`config.mk`:
```
export PLATFORM = sky130hd
export DESIGN_NAME = word_serializer
export DESIGN_NICKNAME = d
export VERILOG_FILES = /design/src/rtl/word_serializer_pkg.sv /design/src/rtl/word_serializer_slice_select.sv /design/src/rtl/word_serializer.sv
export SDC_FILE = /design/constraint.sdc
export NUM_CORES = 1
export LEC_CHECK = 0
export CORE_MARGIN = 2
export CORE_UTILIZATION = 51
export DETAILED_ROUTE_END_ITERATION = 12
export GPL_TIMING_DRIVEN = 0
export PLACE_DENSITY_LB_ADDON = 0.3
export SETUP_SLACK_MARGIN = 0.5
export SLEW_MARGIN = 30
export SYNTH_ARGS = -nofsm -noshare
export SYNTH_HDL_FRONTEND = slang
export SYNTH_HIERARCHICAL = 1
export SYNTH_SLANG_ARGS = --single-unit
```
`constraint.sdc`:
```
create_clock -name clk -period 6.9 [get_ports clk]
set_clock_uncertainty 0.05 [all_clocks]
set_input_delay 2.07 -clock clk [delete_from_list [all_inputs] [get_ports clk]]
set_output_delay 2.07 -clock clk [all_outputs]
set_load 0.05 [all_outputs]
```
`src/rtl/word_serializer_pkg.sv`:
```
// word_serializer_pkg: shared defaults and encodings for the word serializer
package word_serializer_pkg;
  localparam int DEF_IN_W = 32;
  localparam int DEF_OUT_W = 8;
  typedef enum logic {IDLE = 1'b0, SEND = 1'b1} state_t;
  localparam logic MSB_FIRST = 1'b1;
  localparam logic LSB_FIRST = 1'b0;
endpackage

```
`src/rtl/word_serializer_slice_select.sv`:
```
// word_serializer_slice_select: picks beat idx of a word in the requested order
module word_serializer_slice_select
  import word_serializer_pkg::*;
#(
  parameter int IN_W = DEF_IN_W,
  parameter int OUT_W = DEF_OUT_W,
  parameter int IDX_W = 2
) (
  input  logic [IN_W-1:0]  word,
  input  logic [IDX_W-1:0] idx,
  input  logic             order,
  output logic [OUT_W-1:0] slice
);
  localparam int N = IN_W / OUT_W;
  logic [IDX_W-1:0] pos;
  assign pos = order == MSB_FIRST ? IDX_W'(N - 1) - idx : idx;
  assign slice = word[pos*OUT_W +: OUT_W];
endmodule

```
`src/rtl/word_serializer.sv`:
```
// word_serializer: streams an IN_W word as IN_W/OUT_W slices over valid/ready
module word_serializer
  import word_serializer_pkg::*;
#(
  parameter int IN_W = DEF_IN_W,
  parameter int OUT_W = DEF_OUT_W,
  localparam int N = IN_W / OUT_W,
  localparam int IDX_W = N > 1 ? $clog2(N) : 1
) (
  input  logic             clk,
  input  logic             reset,
  input  logic             in_valid,
  output logic             in_ready,
  input  logic [IN_W-1:0]  in_data,
  input  logic             msb_first,
  output logic             out_valid,
  input  logic             out_ready,
  output logic [OUT_W-1:0] out_data,
  output logic [IDX_W-1:0] out_idx,
  output logic             out_last,
  output logic             busy
);
  if (OUT_W < 1 || IN_W < OUT_W || IN_W % OUT_W != 0) begin : g_bad_width
    $error("word_serializer: IN_W must be a positive multiple of OUT_W");
  end
  state_t state;
  logic [IN_W-1:0] word;
  logic order;
  logic [IDX_W-1:0] cnt;
  logic [OUT_W-1:0] slice;
  logic last, accept;
  word_serializer_slice_select #(.IN_W(IN_W), .OUT_W(OUT_W), .IDX_W(IDX_W)) u_sel (
    .word(word),
    .idx(cnt),
    .order(order),
    .slice(slice)
  );
  assign last = state == SEND && cnt == IDX_W'(N - 1);
  // a new word may enter during the last beat so streams have no bubble
  assign in_ready = !reset && (state == IDLE || (last && out_ready));
  assign accept = in_valid && in_ready;
  assign out_valid = state == SEND;
  assign busy = state == SEND;
  assign out_last = last;
  assign out_idx = cnt;
  assign out_data = state == SEND ? slice : '0;
  always_ff @(posedge clk or posedge reset)
    if (reset) begin
      state <= IDLE;
      word <= '0;
      order <= LSB_FIRST;
      cnt <= '0;
    end else if (accept) begin
      state <= SEND;
      word <= in_data;
      order <= msb_first;
      cnt <= '0;
    end else if (state == SEND && out_ready) begin
      state <= last ? IDLE : SEND;
      cnt <= last ? '0 : cnt + IDX_W'(1);
    end
endmodule

```
# Yosys cells after proc, flatten, opt, wreduce, memory -nomap -nowiden
# Cells that the tools add are included.
# W data, S select, Z words.
[totals]
inputBits = 37
register_bits = 36
out_inout_bits = 14
[classes]
n_reduce_logical = 8
n_bitwise = 1
add_sub_neg = 2
eq_ne = 1
mux = 8
n_shift = 1
[ops]
columns = ["operator", "count"]
rows = [
  ["$shiftx A32 B6 Y8", 1],
  ["$mux W2", 4],
  ["$mux W8", 1],
  ["$logic_and A1 B1 Y1", 5],
  ["$mux W1", 3],
  ["$add A2 B1 Y2 const B", 1],
  ["$eq A2 B2 Y1 const B", 1],
  ["$reduce_bool A2 Y1", 1],
  ["$sub A2 B2 Y2 const A", 1],
  ["$logic_not A1 Y1", 1],
  ["$logic_or A1 B1 Y1", 1],
  ["$not A1 Y1", 1],
]

# Longest topological paths before layout
# Gate-level depths: netlist (run 1).
[logic_depth]
word_depth = 7
mapped_depth = 5
mapped_depth_nobuf = 4

# Cells and area by module
# Netlist (run 1), hierarchy kept.
[by_module_without_submodules]
columns = ["module", "seq_area_each_um2", "n_inst", "cells_each", "area_per_inst_um2"]
rows = [
  ["word_serializer", 900.9, 1, 97, 1592.8],
  ["word_serializer_slice_select", 0.0, 1, 10, 242.7],
]

# Worst setup path after synthesis (run 1)
# Ideal clock, no wire load.
[synth_timing]
path_type = "input to output"
start = "input out_ready"
end = "output in_ready"
stages = 2
t_required_ps = 4780
path_slack_ps = 2002
arrival_time_ps = 2778
path_cell_list = "a21boi_4 nor2_1"
[synth_between]
elab_chain_cells = 3
[synth_rtl]
columns = ["element", "line", "source"]
rows = [
  ["start: declaration", "word_serializer.sv:17", "input logic out_ready,"],
  ["$logic_and A1 B1 Y1", "word_serializer.sv:40", "assign in_ready = !reset && (state == IDLE || (last && out_ready));"],
  ["$logic_or A1 B1 Y1", "word_serializer.sv:40", ""],
  ["$logic_and A1 B1 Y1", "word_serializer.sv:40", ""],
  ["end: declaration", "word_serializer.sv:13", "output logic in_ready,"],
]
# No other way between the ends.

# Worst setup path in the final report (run 1)
# Ends and elaborated chain as after synthesis.

==> flow_summary.toml, run 1 <==
[setup_path]
start_kind = "primary input"
reg2reg_depth = 5
path_class = "primary input to primary output"
cp.buffers_inverters = 2
worstPathCellList = "clkdlybuf4s50_1 -> a21boi_4 -> nor2_1 -> clkdlybuf4s50_1"
end_kind = "primary output"
arrival_ps = 3640
crit_slowest_cell = "clkdlybuf4s50_1"
worstPathMaxFanout = 4
timing.critical_path.mode_cell = "clkdlybuf4s50_1"
worst-path-stages = 4
crit_family = "buffers and inverters"
cp.required_ps = 4780
slowest_delay_ps = 800

[cts]
clk_latency_ps = 340
cts_setup_buffers = 0
clock_path_buffers = 2
cts_tree = "yes"
cts.htree.levels = 2
clock-root-buffer = "clkbuf_4"
ctsHoldBuffers = 0
numCtsBuffers = 5
cts_sinks = 36
cts_repair_resize_count = 0
clk_pin_slew_ps = 110

[hold_path]
hold_path_class = "flip-flop to flip-flop"
min_path_cells = 1

[synthesis]
async_flop_share_pct = 100.0
yosysWarnings = 6
ys_seq_area_share_pct = 49.08
synthesis.instances = 107
syn_nets = 145
synthesis.area_um2 = 1836
yosysTopAreaCell = "dfrtp_1"
synth_top_cell_area_share_pct = 49.08
synthFlopType = "dfrtp_1"
synth_edf_count = 0
synth_area_leaders = "dfrtp_1 49%, mux2_4 25%, mux4_1 11%"
syn_area_per_cell_um2 = 17.15
ys_ff_latch = 36
ys_types = 22

[global_route]
grt_pass1_wl_mm = 5.878
grt_overflow = 0
grt_pass1_vias = 1177
grt_max_degree = 37
grt.total_usage_pct = 19.60
antenna_found_initial = 0

[detailed_routing]
drtIter0Drc = 54
viasPerCell = 5.351
ant_nets = 0
drc_errors = 0
num_vias = 1129
routed_wl_mm = 3.605
routedWlPerCell_um = 17.09
first_pass_iters = 4

[sta]
slew-limit-headroom_pct = 50.66
period_share_pct = 83.43
setup_viol = 0
worst_slew_pin_slew_ps = 739.0
rsz0062_at_grt = "false"
worst_slack_ps = 1144
finalCriticalPeriod_ps = 5756
fmax_mhz = 173.7
fin_setup_tns_ps = 0
drv_slew = 0
hold_viol = 0

[floorplanning]
core-area_um2 = 3390
dieArea_um2 = 4095
num_rows = 21
die_w_um = 63.99
initial_utilization_pct = 54.15
pin_count = 51
dieHeight_um = 63.99

[power_and_ir_drop]
irDropWorstVdd_v = 0.0003473
p_leak_nw = 1.068
p_per_area_nw_per_um2 = 580.8
p_total_mw = 1.426

[placement]
place_ws_ps = 1144
dp.cells = 203
globalplace.congestion = 0.7024
port_buffers = 50
dp_hpwl_mm = 2.590

[layout]
fin_cells = 211
antenna_cells = 0
area_delta_synth_final_pct = 33.81
finalNetCount = 202
drive_gt1_share_pct = 29.70

[status]
outcome = "finished, final reports clean"

[flow_run]
maxCapViolCount = 0
[through the flow]
| step | util [%] | hold WS [ps] | instance area [um2] |
|---|---|---|---|
| 2_1_floorplan | - | 422.4 | 1836 |
| 3_3_place_gp | 70.62 | 437.1 | 2394 |
| 3_5_place_dp | 70.62 | 435.7 | 2394 |
| 4_1_cts | 72.46 | 467.7 | 2456 |
| 5_1_grt | 72.46 | 477.4 | 2456 |
| 6_report | 72.46 | 465.6 | 2456 |
[cell usage after synthesis, drive strengths merged, types with 2 or more instances]
library cell  count
nor2              2
nand2b            3
mux4              8
and2              9
mux2             33
buf               4
dfrtp            36
[where the power goes]
part           total [mW]  internal (mW)  switching, mW
clock network       0.119         0.0499         0.0687
registers           0.387          0.317         0.0700
logic               0.921          0.451          0.470
[cell type report]
cell class | instances | area (um2)
repair buffers | 50 | 500.5
clock buffers | 7 | 55.05
clock inverters | 1 | 7.507
plain buffers | 5 | 45.04
flip-flops and latches | 36 | 900.9
inverters | 1 | 3.754
multi-input cells | 65 | 885.9
well taps | 46 | 57.56
fillers | 227 | 933.4
[placed cells by master (no fill, tap or decap), types with 2 or more instances in the layout]
master / n
nand2b_1: 3
and2_1: 9
clkbuf_1: 2
buf_6: 3
clkdlybuf4s50_1: 50
mux4_1: 8
mux2_4: 30
dfrtp_1: 36
clkbuf_4: 5
mux2_2: 3
[cells by family (layout without fill, tap and decap cells)]
kind of cell | count (synthesis) | in the layout | synth area share (%)
xor gates and xnor gates | 2 | 2 | 1.773
DFF | 36 | 36 | 49.08
adders and majority gates | 1 | 1 | 0.6816
and+or+nand+nor | 16 | 16 | 5.521
buffers and inverters | 6 | 64 | 2.658
muxes | 41 | 41 | 37.83
AOI/OAI and AO/OA | 5 | 5 | 2.454
[state kept, by name, summed over array words and instances, names as in the netlist]
signal	count
out_idx	2
order	1
busy	1
word	32
[worst paths after layout]
check                           end  slack [ps]        from
max reg2reg                 word[5]        5100  out_idx[1]
max                        in_ready        1140   out_ready
min in group asynchronous      busy        2170       reset
max in group asynchronous   word[5]        4150       reset
min reg2reg                word[10]         470    word[10]
min                        word[10]         470    word[10]
[per-layer routing]
metal | vias up | global-route usage [%] | share of wire (%)
met1 | 581 | 24.73 | 41
li1 | 510 | - | -
met2 | 30 | 32.81 | 53
met3 | 8 | 4.577 | 4.7
met4 | 0 | 7.337 | 1.4
met5 | - | 0 | 0
Note: power is estimated with default switching activity, not from simulation.
==> run 2, diff against run 1 <==
CORE_UTILIZATION = 43   (was 51)
clock period = 4.72 ns   (was 6.9 ns; I/O delays follow)
==> run 2 against run 1 <==
Count of clock-buffer cells in the layout rose by 1. Routed wire length rose by 1.9%. Sequential cell count is the same. Sequential share of layout area decreased by 0.73 points. Hold slack worse by 14 ps. Utilization decreased by 11 points. Via count fell by 3.4%. Global-route usage is 2.9 points lower. Non-clock buffer count is the same. Die area rose by 17%. Critical path depth stayed put. Largest cell class is now multi-input combinational cells. Highest routed layer unchanged.
==> flow_summary.toml, run 2 (same netlist as run 1, synthesis figures left out) <==
[layout]
area_delta_synth_final_pct = 36.54
layout_commonest_cell = "clkdlybuf4s50_1"
largest_register_ffs = 32
fin_cells = 215
finalNetCount = 202
antenna_cells = 0
stdcell_area_um2 = 2506
drive_gt1_share_pct = 29.70
regArea_um2 = 900.9
fill_cells = 302
final_cell_mix = "49 x clkdlybuf4s50_1, 36 x dfrtp_1, 30 x mux2_4"
multiInputGateArea_um2 = 908.4
utilization_pct = 61.76
top_register = "word"

[sta]
hold_viol = 0
fin_setup_tns_ps = 0
slew-limit-headroom_pct = 50.42
finalCriticalPeriod_ps = 4157
drv_slew = 0
period_share_pct = 88.07
worst_slew_pin_slew_ps = 742.6
setup_viol = 0
rsz0062_at_grt = "true"
fmax_mhz = 240.6

[setup_path]
arrival_ps = 2690
r2r_end = "word[13]"
end_kind = "primary output"
r2r_start = "out_idx[0]"
worstPathMaxFanout = 8
start_kind = "flip-flop"
cp.required_ps = 3250
reg2reg_depth = 5
path_class = "flip-flop to primary output"
rrSetupSlack_ps = 2860

[cts]
clk_pin_slew_ps = 70
cts_sinks = 36
clk_latency_ps = 280
cts.htree.levels = 2
clock-root-buffer = "clkbuf_8"
cts_tree = "yes"
cts_setup_buffers = 0
numCtsBuffers = 5
clock_path_buffers = 2

[floorplanning]
pin_count = 51
dieHeight_um = 69.34
initial_utilization_pct = 45.24
core-area_um2 = 4058
num_rows = 23
die_w_um = 69.34
dieArea_um2 = 4807

[global_route]
grt_pass1_vias = 1193
grt.total_usage_pct = 16.73
antenna_found_initial = 0
grt_max_degree = 37
grt_pass1_wl_mm = 6.134
grt_overflow = 0

[hold_path]
hp-start = "word[30]"
min_path_cells = 1
whs_endpoint = "word[30]"
hold_path_class = "flip-flop to flip-flop"

[detailed_routing]
num_vias = 1091
ant_nets = 0
drc_errors = 0
first_pass_iters = 4
routedWlPerCell_um = 17.08
viasPerCell = 5.074
routed_wl_mm = 3.672
drtIter0Drc = 81

[flow_run]
maxCapViolCount = 0

[placement]
port_buffers = 50
placed_cell_area_um2 = 2399
dp_hpwl_mm = 2.562
globalplace.congestion = 0.7204
dp.cells = 207

[status]
outcome = "finished, final reports clean"

[power_and_ir_drop]
p_leak_nw = 1.086
p_per_area_nw_per_um2 = 859.5
irDropWorstVdd_v = 0.0004194
==> run 2: cell count changes in the layout (fill, tap and decap cells not counted), sizes merged <==
cell	previous run	this run
clkinvlp	1	0
clkdlybuf4s50	50	49
clkbuf	8	10
==> run 2: per-layer routing <==
layer  GRT usage, %  up-vias  wire length [um]
met5              0        -                 0
met4          6.536        0                52
met3          4.360        7               174
met2          25.96       33              1764
met1          22.50      546              1680
li1               -      505                 -
==> run 2: power by group <==
| group | total, mW | leakage [nW] | internal (mW) | switching, mW |
|---|---|---|---|---|
| combinational | 1.35 | 0.611 | 0.670 | 0.683 |
| sequential | 0.576 | 0.429 | 0.465 | 0.111 |
| clock | 0.224 | 0.0455 | 0.119 | 0.105 |
| total | 2.15 | 1.09 | 1.25 | 0.900 |
==> run 2: worst max path at each step <==
stage,start,end,slack (ps),cells past startpoint
floorplan,out_ready,in_ready,1130,2
global placement,out_ready,in_ready,290,4
detailed placement,out_ready,in_ready,260,4
CTS,order,out_data[6],480,4
global route,order,out_data[5],460,4
finish,order,out_data[4],560,4
==> run 2: metrics by stage <==
stage	setup WS, ps	total power [mW]	hold slack [ps]
floorplan	1130	1.547	422.4
global placement	290.2	1.892	436.1
detailed placement	256.5	1.926	433.3
CTS	475.3	2.172	454.8
global route	458.1	2.268	466.7
finish	563.3	2.154	451.5
==> run 2: worst max-delay path, stage by stage, from the launching register on <==
cell and delay (ps):
dfrtp_1 510, xnor2_4 410, mux4_1 630, and2_1 170, clkdlybuf4s50_1 690
==> run 2: final cells by class <==
| class | count | share of cell area (%) |
|---|---|---|
| clock buffers | 8 | 3.595 |
| repair buffers | 50 | 19.77 |
| plain buffers | 5 | 1.797 |
| well taps | 50 | 2.496 |
| flip-flops and latches | 36 | 35.95 |
| multi-input cells | 65 | 36.25 |
| inverters | 1 | 0.1498 |
==> run 2: repair_timing <==
| item | CTS | global route |
|---|---|---|
| endpoints found under the setup margin | 8 | 2 |
| gates resized for setup | 2 | 3 |
| hold buffers | 0 | 0 |
==> run 3, diff against run 2 <==
CORE_ASPECT_RATIO = 0.9   (was unset)
CTS_CLUSTER_DIAMETER = 30   (was unset)
==> run 3 against run 2 <==
First-iteration DRC count decreased by 15%. Register-to-register slack barely moved. Critical path type is now primary input to primary output. Combinational power is 4% higher. Global-route usage up 0.60 points. Final area rose by 1.4%. Hold slack improved by 4.4 ps. Highest routed layer is now met3. Sequential cell count unchanged. Fmax rose by 0.31%. Critical path depth did not move.
==> flow_summary.toml, run 3 (same netlist as run 1, synthesis figures left out) <==
[placement]
dp_hpwl_mm = 2.567
dp.cells = 205
place_ws_ps = 280.8
port_buffers = 50
placed_cell_area_um2 = 2396
globalplace.congestion = 0.7369

[status]
outcome = "finished, final reports clean"

[global_route]
antenna_found_initial = 0
grt_max_degree = 37
grt.total_usage_pct = 17.33
grt_pass1_wl_mm = 6.085
grt_overflow = 0
grt_pass1_vias = 1178

[setup_path]
cp.required_ps = 3250
arrival_ps = 2680
path_class = "primary input to primary output"
end_kind = "primary output"
worstPathMaxFanout = 4
r2r_start = "out_idx[1]"
start_kind = "primary input"
startpoint = "out_ready"

[detailed_routing]
drtIter0Drc = 69
first_pass_iters = 4
viasPerCell = 5.168
ant_nets = 0
num_vias = 1106
drc_errors = 0
routed_wl_mm = 3.749
routedWlPerCell_um = 17.52

[sta]
hold_viol = 0
finalCriticalPeriod_ps = 4144
slew-limit-headroom_pct = 50.55
fmax_mhz = 241.3
setup_viol = 0
rsz0062_at_grt = "true"
drv_slew = 0
worst_slew_pin_slew_ps = 740.7
period_share_pct = 87.79
fin_setup_tns_ps = 0
worst_slack_ps = 576.2

[power_and_ir_drop]
irDropWorstVdd_v = 0.0004135
p_leak_nw = 1.105
p_per_area_nw_per_um2 = 873.4

[floorplanning]
die_w_um = 72.87
dieHeight_um = 65.98
dieArea_um2 = 4808
core-area_um2 = 4101
num_rows = 22
initial_utilization_pct = 44.75
pin_count = 51

[layout]
antenna_cells = 0
largest_register_ffs = 32
drive_gt1_share_pct = 30.72
top_register = "word"
area_delta_synth_final_pct = 38.51
fin_cells = 214
fill_cells = 314
stdcell_area_um2 = 2542
final_cell_mix = "49 x clkdlybuf4s50_1, 36 x dfrtp_1, 30 x mux2_4"
utilization_pct = 61.99
finalNetCount = 204
layout_commonest_cell = "clkdlybuf4s50_1"

[cts]
cts.htree.levels = 2
clk_pin_slew_ps = 70
numCtsBuffers = 5
ctsHoldBuffers = 0
clock_path_buffers = 2
cts_sinks = 36
clock-root-buffer = "clkbuf_8"
clk_latency_ps = 280
cts_tree = "yes"

[flow_run]
maxCapViolCount = 0

[hold_path]
hold_path_class = "flip-flop to flip-flop"
hp-start = "word[8]"
run 3: cell types whose count changed in the layout (fill, tap and decap cells not counted):
cell	previous run	this run
buf_12	0	1
buf_4	1	2
clkbuf_1	3	1
clkbuf_2	1	0
clkbuf_8	6	7
clkdlybuf4s15_1	0	1
run 3: worst paths after layout:
kind	endpoint	slack, ps	cells after the start
hold reg to reg	word[8]	460	1
setup reg to reg	word[24]	2850	5
min in group asynchronous	word[7]	1580	2
hold / removal	word[8]	460	1
max in group asynchronous	word[21]	2570	2
setup / recovery	in_ready	580	4
run 3: area by class of cell:
type,instances,area (um2),area share (%)
plain buffers,5,45.04,1.772
inverters,1,3.754,0.1476
multi-input cells,65,908.4,35.73
flip-flops and latches,36,900.9,35.43
repair buffers,52,528.0,20.77
clock buffers,7,96.34,3.789
well taps,48,60.06,2.362
run 3: routing by layer:
metal  up-vias  part of all wire (%)  GRT usage, %
met5         -                     0             0
met4         0                     0         2.778
met3         0                   5.2         5.488
met2        36                    49         28.30
met1       559                    46         23.09
li1        511                     -             -
run 3: what timing repair did:
action,CTS,global route
cloned,0,0
resized for setup,3,1
endpoints found under the setup margin,9,8
buffers inserted,0,2
pin swaps,0,1
run 3: power by group:
part	switching (mW)	leakage, nW	internal (mW)
combinational	0.696	0.626	0.713
clock	0.103	0.0503	0.130
sequential	0.113	0.429	0.465
total	0.913	1.11	1.31
run 3: through the flow:
| stage | power, mW | hold slack (ps) |
|---|---|---|
| finish | 2.221 | 456.0 |
| global route | 2.338 | 466.3 |
| CTS | 2.194 | 460.0 |
| detailed placement | 1.927 | 437.6 |
| global placement | 1.893 | 434.8 |
| floorplan | 1.547 | 422.4 |
run 3: critical path, cell delays in order:
cell and delay, ps:
clkdlybuf4s50_1 570, a21boi_4 100, nor2_1 90, clkdlybuf4s15_1 500
